--- src/rtl/pad_frame_writer.sv ---
// Writes a raw IMG_W x IMG_H pixel stream into the line-buffer memory as a
// zero-padded (IMG_W+2) x (IMG_H+2) raster, generating the border internally.
module pad_frame_writer #(
    parameter int IMG_W = 256,
    parameter int IMG_H = 32
) (
    input  logic       clk,
    input  logic       rst_n,
    input  logic       start,
    input  logic       in_valid,
    input  logic [7:0] in_pixel,
    output logic       in_ready,
    output logic       wr,
    output logic [7:0] pixelw,
    output logic [13:0] wcnt,
    output logic       busy,
    output logic       done
);

    typedef enum logic [2:0] {IDLE, TOP, LEFT, DATA, RIGHT, BOT, FIN} state_t;

    localparam logic [8:0] COL_LAST = 9'(IMG_W + 1);
    localparam logic [8:0] COL_DATA = 9'(IMG_W);
    localparam logic [5:0] ROW_BOT  = 6'(IMG_H + 1);

    state_t     state;
    logic [8:0] col;
    logic [5:0] row;

    assign in_ready = (state == DATA);

    always_ff @(posedge clk or negedge rst_n) begin
        if (!rst_n) begin
            state  <= IDLE;
            wr     <= 1'b0;
            pixelw <= '0;
            wcnt   <= '0;
            busy   <= 1'b0;
            done   <= 1'b0;
            col    <= '0;
            row    <= '0;
        end else begin
            wr   <= 1'b0;
            done <= 1'b0;
            case (state)
                IDLE: begin
                    if (start) begin
                        state <= TOP;
                        busy  <= 1'b1;
                        wcnt  <= '0;
                        col   <= '0;
                        row   <= '0;
                    end
                end
                TOP: begin
                    wr     <= 1'b1;
                    pixelw <= '0;
                    wcnt   <= wcnt + 14'd1;
                    if (col == COL_LAST) begin
                        col   <= '0;
                        row   <= 6'd1;
                        state <= LEFT;
                    end else begin
                        col <= col + 9'd1;
                    end
                end
                LEFT: begin
                    wr     <= 1'b1;
                    pixelw <= '0;
                    wcnt   <= wcnt + 14'd1;
                    col    <= 9'd1;
                    state  <= DATA;
                end
                DATA: begin
                    // Without in_valid this is a stall: pixelw and counters hold.
                    if (in_valid) begin
                        wr     <= 1'b1;
                        pixelw <= in_pixel;
                        wcnt   <= wcnt + 14'd1;
                        col    <= col + 9'd1;
                        if (col == COL_DATA)
                            state <= RIGHT;
                    end
                end
                RIGHT: begin
                    wr     <= 1'b1;
                    pixelw <= '0;
                    wcnt   <= wcnt + 14'd1;
                    col    <= '0;
                    row    <= row + 6'd1;
                    state  <= (row + 6'd1 == ROW_BOT) ? BOT : LEFT;
                end
                BOT: begin
                    wr     <= 1'b1;
                    pixelw <= '0;
                    wcnt   <= wcnt + 14'd1;
                    if (col == COL_LAST)
                        state <= FIN;
                    else
                        col <= col + 9'd1;
                end
                FIN: begin
                    done  <= 1'b1;
                    busy  <= 1'b0;
                    state <= IDLE;
                end
                default: state <= IDLE;
            endcase
        end
    end

endmodule

--- config.mk ---
export PLATFORM = sky130hd
export DESIGN_NAME = pad_frame_writer
export DESIGN_NICKNAME = d
export VERILOG_FILES = /design/src/rtl/pad_frame_writer.sv
export SDC_FILE = /design/constraint.sdc
export NUM_CORES = 1
export LEC_CHECK = 0
export CORE_MARGIN = 5
export CORE_UTILIZATION = 30
export CTS_CLUSTER_SIZE = 24
export DETAILED_ROUTE_END_ITERATION = 16
export SETUP_SLACK_MARGIN = 0.3
export SKIP_LAST_GASP = 1
export SLEW_MARGIN = 10
export SYNTH_ARGS = -nofsm -noshare
export SYNTH_HDL_FRONTEND = slang
export SYNTH_SLANG_ARGS = --single-unit
--- constraint.sdc ---
create_clock -name clk -period 4.45 [get_ports clk]
set_clock_uncertainty 0.15 [all_clocks]
set_input_delay 0.89 -clock clk [delete_from_list [all_inputs] [get_ports clk]]
set_output_delay 0.89 -clock clk [all_outputs]
set_load 0.01 [all_outputs]
# After elaboration in Yosys (flattened, before gate mapping)
# Cells that the tools add are included.
# op_classes
n_addsub,3
eq_ne,15
muxes,25
reduce_logical,13
# ops
operator,count
$pmux W9 S6,1
$pmux W14 S3,1
$mux W9,4
$mux W14,2
$eq A9 B9 Y1 const B,2
$mux W3,6
$pmux W3 S6,1
$pmux W6 S3,1
$pmux W8 S2,1
$add A14 B1 Y14 const B,1
$mux W6,2
$ne A2 B2 Y1 const B,5
$add A9 B1 Y9 const B,1
$eq A3 B3 Y1 const B,3
$mux W8,1
$add A6 B1 Y6 const B,1
$eq A3 B2 Y1 const B,2
$eq A6 B6 Y1 const B,1
$reduce_and A3 Y1,2
$reduce_bool A3 Y1,2
$reduce_bool A6 Y1,1
$reduce_and A5 Y1,1
$pmux W1 S2,2
$reduce_and A2 Y1,2
other kinds (7),10
# word_totals
register_bits,43
inputBits,12
wordCells,64

# Logic depth before layout (Yosys ltp)
# Gate-level depths: netlist of run 1.
# logic_depth
ltp_word,4
ltp_mapped,7
depth_no_buf,6

# Worst setup path after synthesis of run 1
# No wires, ideal clock.
# synth_path
path_kind,input to register
start,input port start
end,register col[5]
setup_ns,0.078
t_arrival_ns,1.875
required_ns,4.222
setup_slack_ns,2.347
path_stages,5
cell_sequence,or4_1 buf_6 nand4_2 or4_1 a21oi_1
# synth_between
elab_chain_cells,2
# synth_lines
item,line,text
start: declaration,9,"input logic start,"
$ne A2 B2 Y1 (no line),n/a,
$reduce_and A4 Y1 (no line),n/a,
end signal: assignment,64,col <= col + 9'd1;
end signal: assignment,80,col <= col + 9'd1;
end signal: assignment,100,col <= col + 9'd1;
end: declaration,27,logic [8:0] col;
# No other way between the ends.
# A chain may end at the register's enable or synchronous reset.

# Worst setup path in the final report of run 1
# layout_path
start,register state[1]
end,output port in_ready
# layout_between
elab_chain_cells,1
# layout_lines
item,line,text
start: declaration,26,state_t state;
start signal: assignment,91,state <= (row + 6'd1 == ROW_BOT) ? BOT : LEFT;
$eq A3 B2 Y1,30,assign in_ready = (state == DATA);
end: declaration,12,"output logic in_ready,"
# No other way between the ends.

==> results.toml, run 1 <==
[status]
status = "complete, no violations"

[placed_design]
io_buffers = 37
hpwl_microns = 3840
gp_congestion = 0.780

[finish]
final_util_pct = 36.8
final_nets = 298
area_growth_syn_to_layout_pct = 20.3
multi_input_area_sq_um = 1290
antenna_cells = 0
drive_gt1_share_pct = 7.47
fillers = 804
seqCellArea_sq_um = 1080

[sta]
slew_headroom_pct = 34.4
post-route-period-util_pct = 67.1
tightest_slew_ns = 0.984
fin_crit_ns = 2.98
finalMaxSlewViolations = 0
max_clock_freq_mhz = 335
finalHoldViolations = 0
setup_tns_ns = 0
rsz0062_at_grt = "no"
setup_viol = 0

[global_route]
grt_max_degree = 44
antenna_found_initial = 0
grtUsageTotal_pct = 11.4
grt_pass1_wl_microns = 9420
grt-ovfl-total = 0
grt_pass1_vias = 1888

[clock_tree]
cts.sinks = 43
ctsHoldBuffers = 0
clk-insertion-delay-late_ns = 0.30
cts-buffers-inserted = 5
cts-root-buf = "clkbuf_8"
ctsResizeCount = 0
cts_setup_buffers = 0
cts_tree = "built"
clockBufferDepth = 2
htree_levels = 2
clkTransAtPathRegs_ns = 0.08

[worst_setup_path]
critPathBufInv = 1
crit_path_top_delay_cell = "dfrtp_1"
ff2ff_path_depth = 4
cp-end-kind = "primary output"
crit_arrival_ns = 1.94
r2r-start = "state[1]$_DFFE_PN0P_"
path_cells = "and3b_1, clkdlybuf4s50_1"
path_max_fanout = 23
startpoint_type = "register"
crit_family = "flip-flops"
critPathRequiredTime_ns = 3.41
r2r_setup_slack_ns = 2.06
crit_type = "register to primary output"
rr_endpoint = "col[7]$_DFFE_PN0P_"
cp_slowest_stage_delay_ns = 0.78

[synth]
synth.avg_cell_area_sq_um = 9.98
synth_cells = 249
synth_simple_gate_area_share_pct = 26.7
synth_edf_count = 0
synth_seq_cells = 43
synth.most_common_cell = "dfrtp_1"
syn_nets = 267
yosysWarnings = 0
yosys-top-cells-area = "dfrtp_1, or4_1, a22o_1"
yosys.cell_types.count = 56
synth_compound_area_share_pct = 20.3
synth.area.mux_share_pct = 1.21
syn-cell-area_sq_um = 2480
synth_seq_area_share_pct = 43.3
ys.flop_type = "dfrtp_1"
synthAdderAreaFrac_pct = 3.02
synth_top_area_share_pct = 43.3
async_flop_share_pct = 100
synth_commonest_cells = "dfrtp_1, a21oi_1, nand2_1, or4_1, o31ai_1"
synth-xor-area-share_pct = 0.705
synth_top_family_by_area = "simple AND/OR/NAND/NOR gates"
synth_top_area_cell = "dfrtp_1"

[floorplanning]
die_height_microns = 101
start_util_pct = 30.5
die_area_sq_um = 10200
io_pins = 38
placementRows = 33
fp.dieW_microns = 101
core_sq_um = 8130

[min_path]
worstHoldEndpoint = "pixelw[5]$_DFFE_PN0P_"
hold_depth = 1
hp-start = "pixelw[5]$_DFFE_PN0P_"
min_path_type = "register to register"

[route]
detail_route.iter0.violations = 56
drc = 0
via_per_inst = 5.23
ant_nets = 0
first_pass_iters = 4
wire_per_inst_microns = 14.3
drt_wl_total_microns = 5510
vias = 2019

[power]
p_int_mw = 0.891
p_sw_mw = 0.615
power_frac_comb_pct = 40.9
p_leak_nw = 1.18
p_clk_share_pct = 16.4
irDropWorstVdd_mv = 0.235
power.share.sequential_pct = 42.8
p_sw_share_pct = 40.8
p_per_area_nw_per_um2 = 504

[job]
cap_violations = 0
[power groups by stage]
stage	registers [mW]	clock network (mW)	logic, mW
2_1_floorplan	0.597	0	0.469
3_3_place_gp	0.651	0	0.617
3_5_place_dp	0.650	0	0.625
4_1_cts	0.643	0.258	0.628
5_1_grt	0.668	0.271	0.695
6_report	0.644	0.247	0.616
[how the worst max path moves through the flow]
stage                               from                  to  slack (ns)  cells past startpoint
floorplan                          start  col[5]$_DFFE_PN0P_        2.35                      5
global placement                   start  col[7]$_DFFE_PN0P_        1.46                      5
detailed placement                 start  col[7]$_DFFE_PN0P_        1.41                      5
CTS                 state[1]$_DFFE_PN0P_            in_ready        1.47                      2
global route        state[1]$_DFFE_PN0P_            in_ready        1.36                      2
finish              state[1]$_DFFE_PN0P_            in_ready        1.47                      2
[cell usage in the layout (no fill, tap or decap), drive strengths merged, types with 3 or more instances in the layout]
cell type,n
inv,11
nand4,9
and2,6
nor2b,5
dfrtp,43
nand2,19
nand3,8
a21oi,19
nor3b,3
clkdlybuf4s50,36
o31ai,13
a22o,12
or4,14
o21ai,14
nand2b,4
nor2,5
or2,6
or3,4
nor4b,4
clkbuf,6
ha,6
mux2i,3
[layer usage]
| layer | up-vias | part of all wire (%) | global-route usage, % |
|---|---|---|---|
| li1 | 1007 | - | - |
| met1 | 956 | 47 | 16.4 |
| met2 | 49 | 45 | 16.5 |
| met3 | 7 | 6.7 | 3.46 |
| met4 | 0 | 1.1 | 3.07 |
| met5 | - | 0 | 0 |
[cell families (layout without fill, tap and decap cells)]
logic type | count (synthesis) | count (layout)
and+or+nand+nor | 98 | 98
xor gates and xnor gates | 2 | 2
DFF | 43 | 43
adders and majority gates | 6 | 6
AOI/OAI and AO/OA | 73 | 73
muxes | 3 | 3
buffers and inverters | 24 | 56
[metrics by stage]
stage	worst slack (ns)	area, sq um	hold slack [ns]	cells	total power [mW]
floorplan	2.35	2480	0.355	249	1.07
global placement	1.46	2910	0.343	378	1.27
detailed placement	1.41	2910	0.341	378	1.28
CTS	1.47	2990	0.370	386	1.53
global route	1.36	2990	0.384	386	1.63
finish	1.47	2990	0.362	386	1.51
[state kept, by name, summed over array words and instances (netlist names)]
register / flops
wr: 1
row: 6
wcnt: 14
col: 9
state: 3
busy: 1
pixelw: 8
done: 1
[area by class of cell]
class | instances | area share (%)
tap | 105 | 4.39
inverter | 11 | 1.38
multi-input combinational | 182 | 43.2
clock buffer | 6 | 2.43
clock inverter | 2 | 0.418
sequential | 43 | 36.0
timing repair buffer | 37 | 12.2
(Power assumes the default switching activity.)
==> inputs of run 2 (changes only) <==
==> constraint.sdc (replaced) <==
create_clock -name clk -period 2.5 [get_ports clk]
set_clock_uncertainty 0.15 [all_clocks]
set_input_delay 0.5 -clock clk [delete_from_list [all_inputs] [get_ports clk]]
set_output_delay 0.5 -clock clk [all_outputs]
set_load 0.01 [all_outputs]
==> results.toml, run 2 (synthesized netlist as in run 1, its figures left out) <==
[worst_setup_path]
critPathRequiredTime_ns = 1.85
crit_type = "register to primary output"
ff2ff_path_depth = 6
cp.depth = 1
cp_slowest_stage_delay_ns = 0.61
startpoint_type = "register"
crit_family = "buffers and inverters"
critPathBufInv = 1
cp-end-kind = "primary output"
crit_arrival_ns = 1.45
path_cells = "clkdlybuf4s50_1"
path_max_fanout = 5
crit_path_top_delay_cell = "clkdlybuf4s50_1"

[floorplanning]
start_util_pct = 30.5
placementRows = 33
die_area_sq_um = 10200
io_pins = 38
fp.dieW_microns = 101
die_height_microns = 101
core_sq_um = 8130

[global_route]
grt-ovfl-total = 0
grtUsageTotal_pct = 12.0
grt_max_degree = 44
grt_pass1_vias = 2035
grt_pass1_wl_microns = 10000
antenna_found_initial = 0

[route]
via_per_inst = 5.16
drt_wl_total_microns = 5750
ant_nets = 0
first_pass_iters = 4
wire_per_inst_microns = 14.4
detail_route.iter0.violations = 51
vias = 2063
drc = 0

[sta]
post-route-period-util_pct = 84.1
fin_crit_ns = 2.10
tightest_slew_ns = 0.556
slew_headroom_pct = 62.9
rsz0062_at_grt = "no"
setup_viol = 0
setup_tns_ns = 0
finalHoldViolations = 0
max_clock_freq_mhz = 476
finalMaxSlewViolations = 0

[min_path]
min_path_type = "input port to asynchronous set/reset pin"

[clock_tree]
cts.sinks = 43
cts-buffers-inserted = 5
cts-root-buf = "clkbuf_8"
htree_levels = 2
clockBufferDepth = 2
clk-insertion-delay-late_ns = 0.29
cts_tree = "built"
clkTransAtPathRegs_ns = 0.08

[status]
status = "complete, no violations"

[finish]
largest_register = "wcnt"
fillers = 812
antenna_cells = 0
final_nets = 312
layout_commonest_cell = "dfrtp_1"
final_cell_mix = "dfrtp_1, clkdlybuf4s50_1, nand2_1, a21oi_1"
largest_register_ffs = 14
area_growth_syn_to_layout_pct = 25.0
drive_gt1_share_pct = 13.2
largestRegisters = "wcnt (14), col (9), pixelw (8)"

[placed_design]
hpwl_microns = 3980
io_buffers = 37
gp_congestion = 0.786

[power]
p_per_area_nw_per_um2 = 912
irDropWorstVdd_mv = 0.453
p_total_mw = 2.83
p_leak_nw = 1.26

[job]
cap_violations = 0
-- run 2: changes by cell type in the layout (fill, tap and decap cells not counted) --
cell / previous run / this run
buf_4: 0 / 14
dfrtp_1: 43 / 40
dfrtp_2: 0 / 3
clkdlybuf4s50_1: 36 / 35
dlygate4sd2_1: 0 / 1
nor3b_2: 1 / 0
nor3b_4: 0 / 1
or2_1: 1 / 0
or2_4: 0 / 1
-- run 2: power by group --
part	leakage [nW]	total (mW)	internal [mW]	switching, mW
sequential	0.568	1.06	0.859	0.196
combinational	0.647	1.34	0.638	0.700
clock	0.0412	0.441	0.196	0.245
-- run 2: metrics by stage --
step / cells / setup slack (ns) / cell area, sq um / utilization, % / hold WS [ns]
after global routing: 400 / 0.338 / 3110 / 38.2 / 0.172
after detailed placement: 387 / 0.0537 / 2970 / 36.5 / 0.340
after CTS: 400 / 0.377 / 3100 / 38.1 / 0.142
after global placement: 387 / 0.121 / 2970 / 36.5 / 0.350
final: 400 / 0.397 / 3110 / 38.2 / 0.127
after floorplan: 249 / 0.639 / 2480 / - / 0.0544
-- run 2: path summary, 6_finish.rpt --
check / startpoint / end / slack (ns)
setup / recovery: wcnt[3]$_DFFE_PN0P_ / wcnt[3] / 0.40
hold / removal: rst_n / pixelw[1]$_DFFE_PN0P_ / 0.13
setup reg to reg: col[1]$_DFFE_PN0P_ / state[0]$_DFFE_PN0P_ / 0.44
hold reg to reg: pixelw[7]$_DFFE_PN0P_ / pixelw[7]$_DFFE_PN0P_ / 0.36
max in group asynchronous: rst_n / state[0]$_DFFE_PN0P_ / 1.67
min in group clk: pixelw[7]$_DFFE_PN0P_ / pixelw[7]$_DFFE_PN0P_ / 0.36
-- run 2: cell type report --
type | count | area, sq um | area share, %
Multi-Input combinational cell | 182 | 1300 | 41.8
Clock buffer | 6 | 72.6 | 2.34
Sequential cell | 43 | 1080 | 34.8
Tap cell | 105 | 131 | 4.23
Clock inverter | 2 | 12.5 | 0.403
Timing Repair Buffer | 51 | 469 | 15.1
Inverter | 11 | 41.3 | 1.33
-- run 2: worst reg2reg max path, delay by kind of cell, from the launching register on --
family | cells | cell delay (ns)
AND/OR/NAND/NOR | 4 | 1.12
flip-flops | 1 | 0.42
adder cells (fa/ha/maj) | 1 | 0.15
buffers and inverters | 1 | 0.09
-- run 2: metal layers --
layer,global-route usage (%),routed length [microns],up-vias
met5,0,0,-
met4,3.48,64,0
met3,3.32,285,6
met2,17.8,2550,48
met1,17.0,2850,982
li1,-,-,1027
-- run 2: repair_timing --
action,CTS,global route
hold endpoints to repair,0,0
setup endpoints to repair,4,3
resized for setup,4,2
setup buffers,5,0
hold buffers,0,0
==> edit 1: new RTL, settings of run 1 <==
Change the parameter `IMG_H` from 32 to 24.
--- a/src/rtl/pad_frame_writer.sv
+++ b/src/rtl/pad_frame_writer.sv
@@ -2,7 +2,7 @@
 // zero-padded (IMG_W+2) x (IMG_H+2) raster, generating the border internally.
 module pad_frame_writer #(
     parameter int IMG_W = 256,
-    parameter int IMG_H = 32
+    parameter int IMG_H = 24
 ) (
     input  logic       clk,
     input  logic       rst_n,
Check against the original RTL: same outputs for any inputs over 10 cycles, from zero or initial values and one cycle with rst_n low; that may be too few to reach the edited logic, so the function may still have changed.
==> edit 1 against run 1 <==
- register-to-register slack got worse by 0.28 ns
- non-clock buffer count unchanged
- worst setup slack got worse by 0.22 ns
- sequential cell count unchanged
- routed wire length decreased by 7.3%
- synthesized area decreased by 3.9%
- first-iteration DRC count increased by 52%
- cell area decreased by 3.4%
Power is not compared: it rests on default switching activity, and its combinational part moved more than twofold at a synthesized area within 25%.
==> edit 1: results (changes against run 1) <==
outcome complete, no violations (unchanged); sequential-to-total area share from yosys stat 45.1% (was 43.3%); post-CTS sizing 0 (unchanged); Synth Flop Type dfrtp_1 (unchanged); Post-CTS Setup Inserts 0 (unchanged); clock buffer depth 2 (unchanged); HP Class reg2reg (unchanged); CTS Root Cell clkbuf_8 (unchanged); via-per-instance ratio 4.99 (was 5.23); Peak VDD IR 0.177 mV; Tot GR Track Use 10.8% (was 11.4%); CP max stage delay 0.85 ns (was 0.78 ns); CTS buffer count 5 (unchanged); final setup TNS 0 ns (unchanged); first-pass GRT wire length 8740 um (was 9420 um); DR WL/cell 13.3 um (was 14.3 um); reg2reg start state[0] (was state[1]); Reg clk slew, reported paths 0.08 ns (about the same); Port Buffer Count 37 (unchanged); Max Fanout on Critical Path 25 (was 23); top post-synthesis cells by area dfrtp_1, nor2_1, xor2_1 (was dfrtp_1, or4_1, a22o_1); fillers 763 (was 804); top cells by count, synth dfrtp_1, nor2_1, nand3_1 (was dfrtp_1, a21oi_1, nand2_1); worst-skew pair later-pin latency 0.30 ns (about the same); CP max-delay cell dfrtp_1 (unchanged); Hold Startpoint busy (was pixelw[5]); Netlist cell types 49 (was 56); Worst-Margin Slew 0.962 ns (was 0.984 ns); Leakage 1.28 nW; 1st-iter DRT viols 85 (was 56); GP Congestion 0.774 (was 0.780); Power Density 366 nW/um2; post-DP HPWL 3480 um (was 3840 um); Total Nets Final 300 (was 298); crit path launch state[1] (unchanged); Post-Place Cell Area 2800 um2 (was 2910 um2); Synthesized Nets 269 (was 267); family with the most delay on the worst path flip-flops (unchanged); n_diodes 0 (unchanged); share of cells above drive strength 1 7.09% (was 7.47%)
edit 1: worst paths after layout:
check / end / slack, ns / cells after the start
min in group asynchronous: pixelw[3] / 0.59 / 1
setup / recovery: in_ready / 1.24 / 3
hold reg to reg: busy / 0.33 / 1
max in group asynchronous: wcnt[0] / 2.96 / 1
hold / removal: busy / 0.33 / 1
setup reg to reg: col[6] / 1.78 / 5
edit 1: through the flow:
stage          power (W)  hold slack (ns)  worst slack, ns  cells
4_1_cts          0.00107            0.339             1.20    384
5_1_grt          0.00113            0.375             1.08    384
3_5_place_dp    0.000812            0.320             1.14    377
6_report         0.00106            0.332             1.24    384
2_1_floorplan   0.000681            0.296             2.24    251
3_3_place_gp    0.000807            0.315             1.22    377
edit 1: routing by layer:
metal	global-route usage, %	wire, um	vias to the layer above	part of all wire [%]
li1	-	-	961	-
met1	13.1	2390	909	47
met2	18.5	2430	41	48
met3	2.52	215	7	4.2
met4	3.99	66	0	1.3
met5	0	0	-	0
edit 1: worst register-to-register path, cell delays in order, from the launching register on:
cell	delay, ns
dfrtp_1	0.59
nor2b_1	0.25
o21ai_2	0.54
o211ai_2	0.32
or2_1	0.43
o31ai_1	0.29
edit 1: cell families after synthesis:
family	after synthesis	share of synthesized area [%]
mux	3	1.31
xor+xnor	13	4.77
buf+inv	28	5.66
compound gates	55	17.0
simple gates	103	23.1
fa+ha+maj	6	3.14
flops	43	45.1
edit 1: layout make-up:
| type | count | share of cell area, % |
|---|---|---|
| Clock inverter | 1 | 0.173 |
| Timing Repair Buffer | 37 | 12.6 |
| Inverter | 15 | 1.95 |
| Tap cell | 102 | 4.42 |
| Multi-Input combinational cell | 180 | 40.7 |
| Clock buffer | 6 | 2.86 |
| Sequential cell | 43 | 37.2 |
edit 1: power by group:
part	total, W	leakage, nW	switching, W	internal, W
clock network	0.000256	0.0470	0.000134	0.000122
registers	0.000528	0.515	0.0000780	0.000450
logic	0.000275	0.717	0.000130	0.000145
total	0.00106	1.28	0.000341	0.000716
==> edit 2: new RTL, flow settings as in run 1 <==
Made on the original files. Put one more register stage on the output `wcnt`, without a reset. The value now appears one clock later. The other outputs are not delayed to match.
--- a/src/rtl/pad_frame_writer.sv
+++ b/src/rtl/pad_frame_writer.sv
@@ -23,6 +23,8 @@
     localparam logic [8:0] COL_DATA = 9'(IMG_W);
     localparam logic [5:0] ROW_BOT  = 6'(IMG_H + 1);
 
+    logic [13:0] wcnt_s0;
+
     state_t     state;
     logic [8:0] col;
     logic [5:0] row;
@@ -34,7 +36,7 @@
             state  <= IDLE;
             wr     <= 1'b0;
             pixelw <= '0;
-            wcnt   <= '0;
+            wcnt_s0 <= '0;
             busy   <= 1'b0;
             done   <= 1'b0;
             col    <= '0;
@@ -47,7 +49,7 @@
                     if (start) begin
                         state <= TOP;
                         busy  <= 1'b1;
-                        wcnt  <= '0;
+                        wcnt_s0 <= '0;
                         col   <= '0;
                         row   <= '0;
                     end
@@ -55,7 +57,7 @@
                 TOP: begin
                     wr     <= 1'b1;
                     pixelw <= '0;
-                    wcnt   <= wcnt + 14'd1;
+                    wcnt_s0 <= wcnt_s0 + 14'd1;
                     if (col == COL_LAST) begin
                         col   <= '0;
                         row   <= 6'd1;
@@ -67,7 +69,7 @@
                 LEFT: begin
                     wr     <= 1'b1;
                     pixelw <= '0;
-                    wcnt   <= wcnt + 14'd1;
+                    wcnt_s0 <= wcnt_s0 + 14'd1;
                     col    <= 9'd1;
                     state  <= DATA;
                 end
@@ -76,7 +78,7 @@
                     if (in_valid) begin
                         wr     <= 1'b1;
                         pixelw <= in_pixel;
-                        wcnt   <= wcnt + 14'd1;
+                        wcnt_s0 <= wcnt_s0 + 14'd1;
                         col    <= col + 9'd1;
                         if (col == COL_DATA)
                             state <= RIGHT;
@@ -85,7 +87,7 @@
                 RIGHT: begin
                     wr     <= 1'b1;
                     pixelw <= '0;
-                    wcnt   <= wcnt + 14'd1;
+                    wcnt_s0 <= wcnt_s0 + 14'd1;
                     col    <= '0;
                     row    <= row + 6'd1;
                     state  <= (row + 6'd1 == ROW_BOT) ? BOT : LEFT;
@@ -93,7 +95,7 @@
                 BOT: begin
                     wr     <= 1'b1;
                     pixelw <= '0;
-                    wcnt   <= wcnt + 14'd1;
+                    wcnt_s0 <= wcnt_s0 + 14'd1;
                     if (col == COL_LAST)
                         state <= FIN;
                     else
@@ -109,5 +111,9 @@
         end
     end
 
+    always_ff @(posedge clk) begin
+        wcnt <= wcnt_s0;
+    end
+
 endmodule
 
Behaviour: not the same (Yosys sat finds a counterexample within 4 cycles, from zero or initial values and one cycle with rst_n low).
==> edit 2 against run 1 <==
- non-clock buffer count is 2 higher
- cell area up 7.9%
- final cell count is 0.26% lower
- routed wire length is 7.9% lower
- largest cell class is now registers
- critical path type unchanged
- utilization up 2.5 points
- worst setup slack gained 0.095 ns
- synthesized area up 1.8%
- sequential cell count is 14 higher
Power is not compared: it rests on default switching activity, and its combinational part moved more than twofold at a synthesized area within 25%.
==> edit 2: results (changes against run 1) <==
Reg2Reg Depth 4 (unchanged); M3 GR Usage 3.75% (was 3.46%); sequential-to-total area share from yosys stat 53.6% (was 43.3%); GP Congestion 0.840 (was 0.780); DR WL met3 222 um (was 368 um); share of flip-flops with an asynchronous set or reset 75.4% (was 100%); DR WL/cell 13.2 um (was 14.3 um); fillers 806 (was 804); highest routing layer actually used met4 (unchanged); largest net degree at the start of global routing 44 (unchanged); syn_area_per_cell 10.8 um2 (was 9.98 um2); Reg clk slew, reported paths 0.07 ns; top post-synthesis cells by area dfrtp_1, dfxtp_1, xor2_1 (was dfrtp_1, or4_1, a22o_1); Global Route met2 Usage 15.8% (was 16.5%); top cells by count, synth dfrtp_1, nor2_1, xor2_1 (was dfrtp_1, a21oi_1, nand2_1); post-DP HPWL 3490 um (was 3840 um); Arr. time, crit path 1.85 ns (was 1.94 ns); Worst-Margin Slew 0.994 ns (was 0.984 ns); outcome complete, no violations (unchanged); Max Fanout on Critical Path 17 (was 23); Vias 1807 (was 2019); CTS Root Cell clkbuf_8 (unchanged); Total Nets Final 293 (was 298); R2R Setup Slk 2.31 ns (was 2.06 ns); first-pass GRT wire length 8940 um (was 9420 um); Post-Layout Cell Count 385 (was 386); Peak VDD IR 0.209 mV; initial antenna violation count 0 (unchanged); Clk. pwr 0.000591 W; CTS buffer count 9 (was 5); worst-skew pair later-pin latency 0.34 ns (was 0.30 ns); met1 Use GR 15.1% (was 16.4%); clock buffer depth 2 (unchanged); Seq pwr share 44.5%; H-Tree Depth 3 (was 2); CP max-delay cell dfrtp_1 (unchanged); HP Class reg2reg (unchanged); family with the most delay on the worst path flip-flops (unchanged); metal2 WL 2300 um (was 2470 um); hold depth 0 (was 1); 1st-iter DRT viols 147 (was 56); Tot GR Track Use 11.0% (was 11.4%); Port Buffer Count 37 (unchanged); Pre-antenna DRT Iters 4 (unchanged); biggest regs wcnt x14, wcnt_s0 x14, col x9 (was wcnt x14, col x9, pixelw x8); DP Cell Count 369 (was 378); share of cells above drive strength 1 10.7% (was 7.47%); Netlist cell types 44 (was 56); Post-CTS Setup Inserts 0 (unchanged); Synthesized Nets 253 (was 267); Yosys Warn Count 0 (unchanged); CP max stage delay 0.66 ns (was 0.78 ns); M1 WL 2450 um (was 2610 um)
edit 2: cell types whose count changed after synthesis, moves of 4 or more:
cell,change
nand2_1,-8
nor2_1,+20
and3_1,+4
xor2_1,+21
o31ai_1,-13
nor3_1,+4
dfxtp_1,+14
or4_1,-14
a21oi_1,-16
or3_1,-4
edit 2: cell type report:
| class | instances | area, um2 | share of cell area [%] |
|---|---|---|---|
| clock inverter | 5 | 103 | 3.18 |
| clock buffer | 11 | 141 | 4.38 |
| multi-input combinational | 159 | 1080 | 33.5 |
| sequential | 57 | 1360 | 42.0 |
| timing repair buffer | 39 | 380 | 11.8 |
| inverter | 9 | 33.8 | 1.05 |
| tap | 105 | 131 | 4.07 |
edit 2: final timing paths:
check,start,endpoint
worst max-delay path,state[0],in_ready
worst min-delay path,wcnt_s0[11],wcnt[11]
worst max register to register,col[2],col[2]
worst min register to register,wcnt_s0[11],wcnt[11]
max in group asynchronous,rst_n,state[1]
min in group asynchronous,rst_n,done
edit 2: metrics by stage:
stage	hold WS [ns]	util, %	setup slack (ns)	cell area (um2)
after floorplan	0.197	-	2.17	2530
after global placement	0.212	36.3	1.70	2980
after detailed placement	0.203	36.3	1.67	2980
after CTS	0.219	39.3	1.54	3230
after global routing	0.229	39.3	1.47	3230
final	0.217	39.3	1.56	3230
edit 2: kinds of logic after synthesis:
group | count (synthesis) | share of synthesized area (%)
buffers and inverters | 19 | 3.81
AND/OR/NAND/NOR | 92 | 20.6
flip-flops | 57 | 53.6
multiplexers | 1 | 0.445
AO/OA/AOI/OAI | 38 | 10.9
adder cells (fa/ha/maj) | 6 | 2.97
XOR/XNOR | 22 | 7.62
